==> src/rtl/note_spawn_scheduler.sv <==
`default_nettype none
// ============================================================================
//  Module      : note_spawn_scheduler
//  Description : Queues lane spawn requests from two sources and allocates
//                the lowest free note sprite slot in the requested lane.
//  Revision    : 1.0 - initial release
// ============================================================================
module note_spawn_scheduler #(
    parameter int LANES          = 5,
    parameter int SLOTS_PER_LANE = 2,
    parameter int QDEPTH         = 4,
    parameter int WAIT_MAX       = 1023
) (
    input  logic                              Clk,
    input  logic                              Reset,
    input  logic [2:0]                        Spawn_0,
    input  logic [2:0]                        Spawn_1,
    input  logic [LANES*SLOTS_PER_LANE-1:0]   Note_Done,
    output logic [LANES*SLOTS_PER_LANE-1:0]   Note_ON,
    output logic [LANES*SLOTS_PER_LANE-1:0]   Note_Start,
    output logic                              Q_Full,
    output logic                              Overflow,
    output logic [7:0]                        Drop_Count
);

    localparam int c_NSLOTS = LANES * SLOTS_PER_LANE;
    localparam int c_PW     = (QDEPTH > 1) ? $clog2(QDEPTH) : 1;
    localparam int c_CW     = $clog2(QDEPTH + 1);
    localparam int c_WW     = (WAIT_MAX > 0) ? $clog2(WAIT_MAX + 1) : 1;

    localparam logic [2:0]      c_LANES    = 3'(LANES);
    localparam logic [c_CW-1:0] c_QDEPTH   = c_CW'(QDEPTH);
    localparam logic [c_CW-1:0] c_CNT_ONE  = c_CW'(1);
    localparam logic [c_WW-1:0] c_WAIT_MAX = c_WW'(WAIT_MAX);

    typedef enum logic [1:0] {
        S_IDLE  = 2'd0,
        S_ISSUE = 2'd1,
        S_WAIT  = 2'd2
    } state_t;

    state_t              r_state;
    logic [2:0]          r_fifo [QDEPTH];
    logic [c_PW-1:0]     r_rd;
    logic [c_PW-1:0]     r_wr;
    logic [c_CW-1:0]     r_count;
    logic [c_WW-1:0]     r_wait;
    logic [c_NSLOTS-1:0] r_note_on;
    logic [c_NSLOTS-1:0] r_note_start;
    logic                r_qfull;
    logic                r_overflow;
    logic [7:0]          r_drop_count;

    logic                w_v0;
    logic                w_v1;
    logic                w_acc0;
    logic                w_acc1;
    logic [c_CW-1:0]     w_free;
    logic [c_CW-1:0]     w_count_next;
    logic [c_PW-1:0]     w_wr_inc;
    logic [2:0]          w_head;
    logic [c_NSLOTS-1:0] w_pick;
    logic                w_found;
    logic                w_alloc;
    logic                w_claim;
    logic                w_expire;
    logic                w_pop;
    logic [1:0]          w_drops;
    logic [8:0]          w_drop_sum;
    logic [7:0]          w_drop_next;

    // Admission is judged on the registered count only, so a slot vacated by
    // this cycle's pop cannot be refilled until the next cycle.
    always_comb begin
        w_v0     = (Spawn_0 != 3'd0) && (Spawn_0 <= c_LANES);
        w_v1     = (Spawn_1 != 3'd0) && (Spawn_1 <= c_LANES);
        w_free   = c_QDEPTH - r_count;
        w_acc0   = w_v0 && (w_free != '0);
        w_acc1   = w_v1 && (w_acc0 ? (w_free > c_CNT_ONE) : (w_free != '0));
        w_wr_inc = c_PW'(w_acc0) + c_PW'(w_acc1);
    end

    // Lowest-index free slot belonging to the head request's lane.
    always_comb begin
        w_head  = r_fifo[r_rd];
        w_pick  = '0;
        w_found = 1'b0;
        for (int i = 0; i < c_NSLOTS; i++) begin
            if (!w_found && !r_note_on[i] && (3'(i / SLOTS_PER_LANE + 1) == w_head)) begin
                w_pick[i] = 1'b1;
                w_found   = 1'b1;
            end
        end
    end

    always_comb begin
        w_alloc      = (r_state == S_ISSUE) || (r_state == S_WAIT);
        w_claim      = w_alloc && w_found;
        w_expire     = (r_state == S_WAIT) && !w_found && (r_wait == c_WAIT_MAX);
        w_pop        = w_claim || w_expire;
        w_count_next = r_count + c_CW'(w_acc0) + c_CW'(w_acc1) - c_CW'(w_pop);
        w_drops      = 2'(w_v0 && !w_acc0) + 2'(w_v1 && !w_acc1) + 2'(w_expire);
        w_drop_sum   = {1'b0, r_drop_count} + {7'd0, w_drops};
        w_drop_next  = (w_drop_sum > 9'd255) ? 8'hFF : w_drop_sum[7:0];
    end

    always_ff @(posedge Clk) begin
        if (Reset) begin
            r_state      <= S_IDLE;
            r_rd         <= '0;
            r_wr         <= '0;
            r_count      <= '0;
            r_wait       <= '0;
            r_note_on    <= '0;
            r_note_start <= '0;
            r_qfull      <= 1'b0;
            r_overflow   <= 1'b0;
            r_drop_count <= '0;
            for (int i = 0; i < QDEPTH; i++) begin
                r_fifo[i] <= 3'd0;
            end
        end else begin
            if (w_acc0) begin
                r_fifo[r_wr] <= Spawn_0;
            end
            if (w_acc1) begin
                r_fifo[w_acc0 ? r_wr + c_PW'(1) : r_wr] <= Spawn_1;
            end
            r_wr    <= r_wr + w_wr_inc;
            r_rd    <= r_rd + c_PW'(w_pop);
            r_count <= w_count_next;
            r_qfull <= (w_count_next == c_QDEPTH);

            r_note_on    <= (r_note_on & ~Note_Done) | (w_claim ? w_pick : '0);
            r_note_start <= w_claim ? w_pick : '0;
            r_overflow   <= (w_drops != 2'd0);
            r_drop_count <= w_drop_next;

            case (r_state)
                S_IDLE: begin
                    if (w_count_next != '0) begin
                        r_state <= S_ISSUE;
                    end
                end
                S_ISSUE: begin
                    if (w_claim) begin
                        r_state <= (w_count_next != '0) ? S_ISSUE : S_IDLE;
                    end else begin
                        r_state <= S_WAIT;
                        r_wait  <= '0;
                    end
                end
                S_WAIT: begin
                    if (w_pop) begin
                        r_state <= (w_count_next != '0) ? S_ISSUE : S_IDLE;
                        r_wait  <= '0;
                    end else begin
                        r_wait <= r_wait + c_WW'(1);
                    end
                end
                default: begin
                    r_state <= S_IDLE;
                end
            endcase
        end
    end

    assign Note_ON    = r_note_on;
    assign Note_Start = r_note_start;
    assign Q_Full     = r_qfull;
    assign Overflow   = r_overflow;
    assign Drop_Count = r_drop_count;

endmodule
`default_nettype wire

==> config.mk <==
export PLATFORM = sky130hd
export DESIGN_NAME = note_spawn_scheduler
export DESIGN_NICKNAME = d
export VERILOG_FILES = /design/src/rtl/note_spawn_scheduler.sv
export SDC_FILE = /design/constraint.sdc
export NUM_CORES = 1
export LEC_CHECK = 0
export CAP_MARGIN = 40
export CORE_ASPECT_RATIO = 0.8
export CORE_MARGIN = 10
export CORE_UTILIZATION = 30
export DETAILED_ROUTE_END_ITERATION = 8
export PLACE_DENSITY = 0.6
export RECOVER_POWER = 100
export SYNTH_ARGS = -nofsm -noshare
export SYNTH_HDL_FRONTEND = slang
export SYNTH_SLANG_ARGS = --single-unit
==> constraint.sdc <==
create_clock -name Clk -period 7.6 [get_ports Clk]
set_input_delay 1.52 -clock Clk [delete_from_list [all_inputs] [get_ports Clk]]
set_output_delay 1.52 -clock Clk [all_outputs]
set_load 0.1 [all_outputs]
## Yosys cells after proc, flatten, opt, wreduce, memory -nomap -nowiden

Memories as Yosys holds them, arrays and structs flattened. A register that Yosys moved wholly into a read port is not among the register bits.
Cells that the tools add are included.

- Add/subtract/negate cells: 12
- Order comparisons: 4
- Equal/unequal tests: 12
- Muxes and demuxes: 46
- Bitwise logic cells: 3
- Reduce and logical (&&, ||, !) cells: 63

Operators by type and width:

| kind | count |
|---|---|
| $mux W1 | 31 |
| $mux W10 | 3 |
| $logic_and A1 B1 Y1 | 28 |
| $logic_not A1 Y1 | 22 |
| $pmux W10 S2 | 1 |
| $mux W2 | 7 |
| $reduce_bool A3 Y1 | 4 |
| $add A10 B1 Y10 const B | 1 |
| $and A10 B10 Y10 | 1 |
| $eq A10 B10 Y1 const B | 1 |
| $not A10 Y10 | 1 |
| $or A10 B10 Y10 | 1 |
| $add A8 B2 Y9 | 1 |
| $gt A9 B8 Y1 const B | 1 |
| $mux W8 | 1 |
| $add A3 B1 Y3 | 2 |
| $eq A2 B3 Y1 const A | 2 |
| $eq A3 B3 Y1 const A | 2 |
| $le A3 B3 Y1 const B | 2 |
| $mux W3 | 2 |
| $ne A2 B2 Y1 const B | 3 |
| $pmux W2 S3 | 1 |
| $reduce_or A3 Y1 | 2 |
| $add A1 B1 Y2 | 2 |
| other kinds (14) | 18 |

- Flip-flop bits (word level): 49
- Bits in writable memories: 12
- Memories: 1

Memories:

| memory | words | bits a word | read ports | clocked after memory_dff | write ports | RTL line | text |
|---|---|---|---|---|---|---|---|
| r_fifo | 4 | 3 | 1 | 1 | 4 | 43 | `logic [2:0] r_fifo [QDEPTH];` |

## Longest topological paths before layout

- Word-level depth: 48
- Gate-level depth with buffers: 14

## Worst setup path after synthesis

OpenSTA, ideal clock, no wires.

- Path type: in2reg
- From: input Spawn_0[1]
- To: register r_state[1]
- Setup time: 0.072 ns
- Arrival: 4.241 ns
- Data required time: 7.528 ns
- Setup slack: 3.287 ns
- Stages on the path: 13
- Path buffers: 1
- Cells stage by stage: clkbuf_1 -> nor3_1 -> a221oi_1 -> inv_1 -> ha_1 -> fa_1 -> inv_1 -> fa_1 -> xor2_1 -> xnor2_1 -> nor3b_1 -> a221oi_1 -> mux2i_1

- Longest elaborated chain between the ends: 10
- Elaborated cells on any way between the ends: 12

RTL lines:

| item | RTL line | text |
|---|---|---|
| from (decl) | 16 | `input logic [2:0] Spawn_0,` |
| $le A3 B3 Y1 or $reduce_bool A3 Y1 (tied branches) | 75 | `w_v0 = (Spawn_0 != 3'd0) && (Spawn_0 <= c_LANES);` |
| $logic_and A1 B1 Y1 * | 75 |  |
| $logic_and A1 B1 Y1 * | 78 | `w_acc0 = w_v0 && (w_free != '0);` |
| parallel branches: the longest is 2 deep, another holds $add A3 B1 Y3 | -- |  |
| $add A3 B1 Y3 * | 101 | `w_count_next = r_count + c_CW'(w_acc0) + c_CW'(w_acc1) - c_CW'(w_pop);` |
| $sub A3 B1 Y3 * | 101 |  |
| $reduce_bool A3 Y1 * | 141 | `if (w_count_next != '0) begin` |
| $ne A2 B2 Y1 (no line) * | -- |  |
| $reduce_and A2 Y1 (no line) * | -- |  |
| to (signal assigned) | 147 | `r_state <= (w_count_next != '0) ? S_ISSUE : S_IDLE;` |
| to (signal assigned) | 155 | `r_state <= (w_count_next != '0) ? S_ISSUE : S_IDLE;` |
| to (decl) | 42 | `state_t r_state;` |

Every way passes the cells marked *.
A chain may end at the register's enable or synchronous reset.

## Worst setup path in the final report

Same ends and word-level chain as after synthesis.

==> flow_metrics.py <==
metrics = {
    "synthesis": {
        "ys_ff_latch": 61,
        "syn-cell-area_um2": 3150,
        "syn_inst": 336,
        "syn-num-nets": 372,
        "yosysTopAreaCellShare_pct": 31.1,
        "synth_flop_cell": "dfxtp_1",
        "synth_edf_count": 12,
        "yosysSeqAreaShare_pct": 42.6,
        "avgSynthCellArea_um2": 9.38,
        "ys_types": 50,
        "synth_common_cells": "dfxtp_1, inv_1, nand2_1, nor2_1, a21oi_1",
        "synth_top_area_cell": "dfxtp_1",
        "async_flop_share_pct": 0,
        "yosysMostFrequentCell": "dfxtp_1",
        "synthTopCellsByArea": "dfxtp_1, edfxtp_1, ha_1",
        "yosys_warnings": 0,
    },
    "grt": {
        "grtUsageTotal_pct": 10.7,
        "overflow": 0,
        "grt_max_degree": 34,
        "grt_pass1_vias": 2766,
        "grt_pass1_wl_um": 13100,
        "antenna_found_initial": 0,
    },
    "sta": {
        "skew_ns": 0.00936,
        "final_hold_viol_count": 0,
        "finalCritPeriodShare_pct": 62.5,
        "worst_pin_slew_ns": 1.48,
        "setup_viol": 0,
        "rsz0062_at_grt": "no",
        "fmax_ghz": 0.210,
        "setup_slack_ns": 2.85,
        "fin_setup_tns_ns": 0,
        "maxSlewHeadroom_pct": 1.31,
        "final_max_slew_viol_count": 0,
        "post-route-min-period_ns": 4.75,
        "hold_slack_ns": 0.481,
    },
    "clock_tree": {
        "tritoncts": "built",
        "numCtsBuffers": 9,
        "clock_tree.buffer_depth": 2,
        "post_cts_buffers": 0,
        "cts_root_buf": "clkbuf_16",
        "clk_pin_slew_worst_paths_ns": 0.05,
        "ctsResizeCount": 0,
        "h-tree-depth": 3,
        "clock_latency_ns": 0.33,
        "cts_hold_buf": 0,
        "cts.sinks": 61,
    },
    "die": {
        "die_w_um": 135,
        "dieArea_um2": 15000,
        "row_count": 33,
        "io_pins": 48,
        "core_area_um2": 10200,
        "initial_core_util_pct": 30.8,
        "die_h_um": 112,
    },
    "worst_setup_path": {
        "cp_max_fo": 8,
        "path_cells": "dlygate4sd3_1 -> nor3_1 -> a221oi_1 -> inv_1 -> ha_1 -> fa_1 -> inv_1 -> fa_1 -> xor2_1 -> xnor2_1 -> nor3b_1 -> a221oi_1 -> mux2i_1",
        "slowest_stage": "dlygate4sd3_1",
        "cp.required_ns": 7.85,
        "cp.arrival_ns": 5.01,
        "reg2regPathDepth": 14,
        "end_kind": "flip-flop",
        "critPathMaxStageDelay_ns": 0.68,
        "path_class": "input port to flip-flop",
        "startpoint_type": "input port",
    },
    "layout": {
        "syn2layout_area_growth_pct": 35.8,
        "post_route_cells_drive_above_1_share_pct": 6.87,
        "nNetsFinal": 453,
        "antenna_cells": 0,
        "fill_cells": 1030,
    },
    "min_path": {
        "min_path_type": "flip-flop to flip-flop",
        "holdPathStages": 1,
    },
    "detailed_routing": {
        "drtAntennaViolNets": 0,
        "drt_iter0_drc": 132,
        "drc": 0,
        "drt_wl_total_um": 7970,
        "via_count": 2697,
        "via_per_inst": 4.80,
        "first_pass_iters": 4,
        "routedWlPerCell_um": 14.2,
    },
    "power": {
        "power_density_nw_per_um2": 380,
        "leakagePower_nw": 1.60,
        "max-vdd-ir-drop_mv": 0.153,
    },
    "run_status": {
        "status": "completed",
    },
    "place": {
        "hpwl_um": 6080,
        "port_buffers": 47,
        "routabilityCongestion": 0.835,
        "dp_slack_ns": 2.53,
    },
    "job": {
        "maxCapViolCount": 0,
    },
}
-- power breakdown --
group          switching [mW]  total, mW  leakage, nW  internal, mW
clock                   0.143      0.458        0.165         0.316
combinational           0.452      0.725        0.916         0.273
sequential             0.0445      0.442        0.523         0.397
-- critical path: cells and delay by family --
kind / cells / cell delay (ns)
AO/OA/AOI/OAI: 2 / 0.81
XOR/XNOR: 2 / 0.31
adder cells (fa/ha/maj): 3 / 0.91
buffers and inverters: 3 / 1.01
multiplexers: 1 / 0.22
AND/OR/NAND/NOR: 2 / 0.21
-- cell families (layout without fill, tap and decap cells) --
group	after synthesis	after routing	synth area share [%]
XOR/XNOR	12	12	3.33
flip-flops	61	61	42.6
AND/OR/NAND/NOR	126	126	20.8
adder cells (fa/ha/maj)	20	20	8.97
buffers and inverters	41	127	4.92
multiplexers	14	14	5.64
AO/OA/AOI/OAI	62	62	13.8
-- metal layers --
metal	wire length [µm]	GRT usage (%)	part of all wire (%)	vias to the layer above
li1	-	-	-	1359
met1	3980	13.5	50	1268
met2	3470	16.4	44	68
met3	475	4.18	6.0	2
met4	37	3.26	0.46	0
met5	0	0	0	-
-- layout by cell type (no fill, tap or decap), types with 2 or more instances in the layout --
master            n
dfxtp_1          49
clkdlybuf4s50_1  42
inv_1            32
clkbuf_1         30
nand2_1          27
nor2_1           25
a21oi_1          18
nand3_1          15
ha_1             13
or3_1            12
edfxtp_1         12
mux2i_1          11
o21ai_0          10
clkbuf_16        10
nor3_1            9
xnor2_1           6
xor2_1            6
nand2b_1          6
nor4_1            6
a31o_2            6
nor2b_1           6
a31oi_1           5
fa_1              5
dlygate4sd3_1     5
and3_1            4
nor3b_1           4
mux4_2            3
nor4b_1           3
a21o_1            3
a22o_1            3
buf_16            3
a221oi_1          2
nand3b_1          2
o32a_1            2
nand4_1           2
maj3_1            2
o22ai_1           2
bufinv_16         2
-- through the flow --
step / area (µm²) / power, mW / std cells / util (%)
3_3_place_gp: 3770 / 1.15 / 515 / 36.8
4_1_cts: 4600 / 1.68 / 562 / 44.9
5_1_grt: 4280 / 1.73 / 562 / 41.8
2_1_floorplan: 3150 / 0.999 / 336 / -
6_report: 4280 / 1.63 / 562 / 41.8
3_5_place_dp: 4270 / 1.22 / 546 / 41.7
-- registers in the layout, summed over array words and instances, names as in the netlist, 2 cells and up --
signal and cells:
r_wr 2, r_fifo 12, Note_ON 10, r_wait 10
r_rd 2, r_state 2, Note_Start 10, Drop_Count 8
r_count 3
-- cell type report --
type,count,area [µm²],area share (%)
inverters,32,120,2.81
clock buffers,13,272,6.34
well taps,140,175,4.09
multi-input cells,234,1640,38.4
flip-flops and latches,61,1340,31.3
clock inverters,3,65.1,1.52
repair buffers,79,666,15.5
-- final timing paths --
path	startpoint	end	slack, ns
worst min register to register	Note_ON[1]	Note_Start[1]	0.48
worst max register to register	r_rd[0]	r_state[1]	3.34
worst max-delay path	Spawn_0[1]	r_state[1]	2.85
worst min-delay path	Note_ON[1]	Note_Start[1]	0.48
No activity file was read; power rests on OpenSTA's default activity.
